<file path="config.mk">
export PLATFORM = sky130hd
export DESIGN_NAME = shared_reg_arbiter
export DESIGN_NICKNAME = d
export VERILOG_FILES = /design/src/rtl/shared_reg_pkg.sv /design/src/rtl/rr_pick.sv /design/src/rtl/shared_reg_arbiter.sv
export SDC_FILE = /design/constraint.sdc
export NUM_CORES = 1
export LEC_CHECK = 0
export ABC_AREA = 1
export CORE_MARGIN = 3
export CORE_UTILIZATION = 45
export DETAILED_ROUTE_END_ITERATION = 10
export HOLD_SLACK_MARGIN = 0.03
export PLACE_DENSITY_LB_ADDON = 0.12
export SYNTH_ARGS = -nofsm -noshare
export SYNTH_HDL_FRONTEND = slang
export SYNTH_SLANG_ARGS = --single-unit
</file>
<file path="constraint.sdc">
create_clock -name clk -period 4.74 [get_ports clk]
set_clock_uncertainty 0.15 [all_clocks]
set_input_delay 0.711 -clock clk [delete_from_list [all_inputs] [get_ports clk]]
set_output_delay 0.711 -clock clk [all_outputs]
set_load 0.1 [all_outputs]
</file>
<file path="src/rtl/shared_reg_pkg.sv">
// Shared types and helpers for the shared-register owner and other counter owners.
package shared_reg_pkg;

  localparam int unsigned MAX_W = 32;

  typedef enum logic {
    IDLE = 1'b0,
    EXEC = 1'b1
  } state_t;

  localparam logic OP_WRITE = 1'b0;
  localparam logic OP_ADD   = 1'b1;

  // Overflow-checked add of the low w bits of a and b; returns {carry, sum}.
  function automatic logic [MAX_W:0] add_chk(input logic [MAX_W-1:0] a,
                                             input logic [MAX_W-1:0] b,
                                             input int unsigned      w,
                                             input logic             sat);
    logic [MAX_W-1:0] mask;
    logic [MAX_W:0]   full;
    logic             carry;
    logic [MAX_W-1:0] sum;
    mask  = (w >= MAX_W) ? '1 : ((MAX_W'(1) << w) - MAX_W'(1));
    full  = {1'b0, a & mask} + {1'b0, b & mask};
    // Operands are masked, so anything above bit w-1 is exactly the carry.
    carry = |(full >> w);
    sum   = (sat && carry) ? mask : (full[MAX_W-1:0] & mask);
    return {carry, sum};
  endfunction

endpackage

</file>
<file path="src/rtl/rr_pick.sv">
// Combinational round-robin pick: first set req bit at or after ptr, wrapping.
module rr_pick #(
  parameter int unsigned NREQ  = 4,
  localparam int unsigned IDX_W = $clog2(NREQ)
) (
  input  logic [NREQ-1:0]  req,
  input  logic [IDX_W-1:0] ptr,
  output logic             found,
  output logic [IDX_W-1:0] idx
);

  int unsigned pos;

  always_comb begin
    found = 1'b0;
    idx   = '0;
    pos   = 0;
    for (int k = 0; k < NREQ; k++) begin
      pos = (32'(ptr) + 32'(k)) % NREQ;
      if (!found && req[IDX_W'(pos)]) begin
        found = 1'b1;
        idx   = IDX_W'(pos);
      end
    end
  end

endmodule

</file>
<file path="src/rtl/shared_reg_arbiter.sv">
// Single owner of a shared register: round-robin grants of WRITE/ADD requests
// with carry detection, sticky overflow and optional saturation.
module shared_reg_arbiter
  import shared_reg_pkg::*;
#(
  parameter int unsigned      NREQ      = 4,
  parameter int unsigned      WIDTH     = 4,
  parameter logic [WIDTH-1:0] RESET_VAL = '0,
  parameter bit               SATURATE  = 1'b0
) (
  input  logic                  clk,
  input  logic                  rst,
  input  logic [NREQ-1:0]       req,
  input  logic [NREQ-1:0]       op,
  input  logic [NREQ*WIDTH-1:0] data,
  input  logic                  ovf_clr,
  output logic [NREQ-1:0]       gnt,
  output logic [WIDTH-1:0]      value,
  output logic                  ovf,
  output logic                  busy
);

  localparam int unsigned IDX_W = $clog2(NREQ);

  state_t             state_q, state_d;
  logic [IDX_W-1:0]   ptr_q, ptr_d;
  logic [IDX_W-1:0]   win_q, win_d;
  logic               op_q, op_d;
  logic [WIDTH-1:0]   data_q, data_d;
  logic [WIDTH-1:0]   value_q, value_d;
  logic               ovf_q, ovf_d;
  logic [NREQ-1:0]    gnt_q, gnt_d;
  logic               busy_q, busy_d;

  logic               pick_found;
  logic [IDX_W-1:0]   pick_idx;
  logic               carry;
  logic [MAX_W-1:0]   sum_wide;
  logic               unused_sum_hi;

  rr_pick #(.NREQ(NREQ)) u_pick (
    .req   (req),
    .ptr   (ptr_q),
    .found (pick_found),
    .idx   (pick_idx)
  );

  assign unused_sum_hi = |(sum_wide >> WIDTH);

  // Next-state, datapath and registered-output decode.
  always_comb begin
    state_d = state_q;
    ptr_d   = ptr_q;
    win_d   = win_q;
    op_d    = op_q;
    data_d  = data_q;
    value_d = value_q;
    ovf_d   = ovf_q;
    gnt_d   = '0;
    busy_d  = 1'b0;
    {carry, sum_wide} = add_chk(MAX_W'(value_q), MAX_W'(data_q), WIDTH, SATURATE);

    if (ovf_clr) ovf_d = 1'b0;

    case (state_q)
      IDLE: begin
        if (pick_found) begin
          win_d   = pick_idx;
          op_d    = op[pick_idx];
          data_d  = data[32'(pick_idx) * WIDTH +: WIDTH];
          gnt_d   = NREQ'(1) << pick_idx;
          busy_d  = 1'b1;
          state_d = EXEC;
        end
      end
      EXEC: begin
        if (op_q == OP_ADD) begin
          value_d = WIDTH'(sum_wide);
          // A carry overrides a same-cycle clear.
          if (carry) ovf_d = 1'b1;
        end else begin
          value_d = data_q;
        end
        ptr_d   = (32'(win_q) == NREQ - 1) ? '0 : win_q + IDX_W'(1);
        state_d = IDLE;
      end
      default: state_d = IDLE;
    endcase
  end

  always_ff @(posedge clk) begin
    if (rst) begin
      state_q <= IDLE;
      ptr_q   <= '0;
      win_q   <= '0;
      op_q    <= OP_WRITE;
      data_q  <= '0;
      value_q <= RESET_VAL;
      ovf_q   <= 1'b0;
      gnt_q   <= '0;
      busy_q  <= 1'b0;
    end else begin
      state_q <= state_d;
      ptr_q   <= ptr_d;
      win_q   <= win_d;
      op_q    <= op_d;
      data_q  <= data_d;
      value_q <= value_d;
      ovf_q   <= ovf_d;
      gnt_q   <= gnt_d;
      busy_q  <= busy_d;
    end
  end

  assign gnt   = gnt_q;
  assign value = value_q;
  assign ovf   = ovf_q;
  assign busy  = busy_q;

endmodule

</file>
==> flow_summary.toml <==
[worst_setup_path]
cpPeakStageDelay_ns = 1.20
cp_max_fo = 11
critical_path_cell_count = 1
setup.worst_path.start = "state_q"
start_kind = "flop"
reg2reg_slack_ns = 2.40
path_cells = "clkdlybuf4s50_1"
timing.rr.start = "ptr_q[0]"
worst-path-buf-inv = 1
critPathRequiredTime_ns = 3.88
slowest_stage = "clkdlybuf4s50_1"
rr_endpoint = "data_q[2]"
end_kind = "output port"
critPathKind = "reg -> out"
cp-endpoint = "busy"
crit_arrival_ns = 2.04
rr_worst_depth = 13
critPathTopFamily = "buffers and inverters"

[synthesis]
avgSynthCellArea_um2 = 6.66
yosys.cell_types.count = 25
ys_async_sr_fraction = 0
syn-cell-area_um2 = 1480
synth_seq_cells = 19
synth.area.top_cells = "dfxtp_1 26%, nand2_1 13%, inv_1 9.6%"
synth_top_area_share = 0.257
yosysTopAreaCell = "dfxtp_1"
synth_flop_cell = "dfxtp_1"
synthCells = 222
synthTopCellsByCount = "50 x nand2_1, 38 x inv_1, 23 x nand3_1"
ys_warn_count = 0
yosysSeqAreaShare = 0.257
synth_edf_count = 0
syn_nets = 255
synth_most_common_cell = "nand2_1"

[detailed_routing]
drc = 0
vias = 1422
drt_first_iter_violations = 91
routed_wl_mm = 3.24
drt-wirelength-per-cell_um = 10.9
drt-vias-per-instance = 4.77
antenna_left = 0
firstDrtPassIters = 4

[run_status]
status = "finished, final reports clean"

[placement]
portBuffers = 36
placed_cells = 294
place.gp.congestion = 0.895
hpwl_mm = 2.58

[sta]
setup_viol = 0
clock.fmax_mhz = 345
fin_tns_setup_ns = 0
hold_viol_final = 0
relSlewSlack = 0.347
drv_slew = 0
timing.final.crit_share = 0.611
period_minus_slack_ns = 2.90
tightest_slew_ns = 0.977
rsz0062_at_grt = "no"

[cts]
clkTransAtPathRegs_ns = 0.10
root_buffer = "clkbuf_4"
clockBufferDepth = 2
clock_latency_ns = 0.29
cts_resized = 0
htree_levels = 1
cts_inserted_buffers = 3
post-cts-setup-buffers = 0
cts_sinks = 19
cts_tree = "done"
holdBufCountCts = 0

[floorplan]
die_w_um = 63.3
start_util = 0.477
io-pin-count = 37
design.core.area_um2 = 3100
rows = 20
die_area_um2 = 4010
die_h_um = 63.3

[grt]
overflow = 0
grt_pass1_wl_mm = 5.55
gr-usage-all-layers = 0.166
grt_pass1_vias = 1308
grt_max_degree = 14
antenna_found_initial = 0

[pwr]
p_leak_nw = 0.954
power_density_nw_per_um2 = 431
irDropWorstVdd_v = 0.000258

[finish]
final_cells = 298
fillers = 310
final_layout_size_suffix_gt1_frac = 0.130
area_growth_pct = 24.5
layout.nets = 288
diodes = 0

[run]
maxCapViolCount = 0

[worst_hold_path]
worstHoldStart = "ovf"
hold_path_class = "reg -> reg"
## registers in the layout, summed over array words and instances, names as in the netlist
register,count
ovf,1
state_q,1
value,4
ptr_q,2
win_q,2
op_q,1
data_q,4
gnt,4
## per-stage QoR
| step | utilization | area, µm² | power [mW] | hold WS [ns] | worst slack [ns] |
|---|---|---|---|---|---|
| after CTS | 0.594 | 1840 | 0.797 | 0.333 | 1.83 |
| after detailed placement | 0.585 | 1820 | 0.714 | 0.318 | 2.06 |
| after global placement | 0.585 | 1820 | 0.711 | 0.308 | 2.09 |
| after floorplan | - | 1480 | 0.633 | 0.301 | 2.53 |
| after global routing | 0.594 | 1840 | 0.859 | 0.376 | 1.72 |
| final | 0.594 | 1840 | 0.794 | 0.331 | 1.84 |
## final cells by class
type | count | area [µm²] | area share
sequential | 19 | 380 | 0.207
timing repair buffer | 36 | 360 | 0.196
clock buffer | 4 | 26.3 | 0.0143
inverter | 45 | 169 | 0.0917
multi-input combinational | 150 | 851 | 0.462
tap | 44 | 55.1 | 0.0299
## how the worst min path moves through the flow
stage                to  slack [ns]  cells after the start
2_1_floorplan  win_q[1]        0.30                      2
3_3_place_gp        ovf        0.31                      2
3_5_place_dp        ovf        0.32                      2
4_1_cts             ovf        0.33                      2
5_1_grt             ovf        0.38                      2
6_report            ovf        0.33                      2
## cells by family (layout without fill, tap and decap cells)
kind of cell / count (synthesis) / count (layout) / synth area share
AOI/OAI and AO/OA: 23 / 23 / 0.0880
adders and majority gates: 6 / 6 / 0.0558
buffers and inverters: 53 / 85 / 0.168
DFF: 19 / 19 / 0.257
and+or+nand+nor: 121 / 121 / 0.431
## power by group
group	switching [mW]	internal [mW]
clock	0.0491	0.0328
combinational	0.324	0.152
sequential	0.0401	0.196
total	0.413	0.381
## cells in the final DEF, fill, tap and decap left out, types with 2 or more instances in the layout
master	n
nand2_4	4
a21oi_1	11
inv_1	38
nor2_1	13
inv_2	6
nand3_1	23
o21ai_0	6
dfxtp_1	19
ha_1	5
nand2_2	14
o211ai_1	4
nand3_4	2
nand4_1	11
clkdlybuf4s50_1	36
nand3_2	3
nand2_1	50
clkbuf_4	3
## per-layer routing
metal | wire length, µm | GRT usage | vias up | part of all wire
met5 | 0 | 0 | - | 0
met1 | 1600 | 0.230 | 619 | 0.49
li1 | - | - | 765 | -
met4 | 42 | 0.0350 | 0 | 0.013
met2 | 1450 | 0.258 | 34 | 0.45
met3 | 148 | 0.0463 | 4 | 0.046
(Power assumes the default switching activity.)
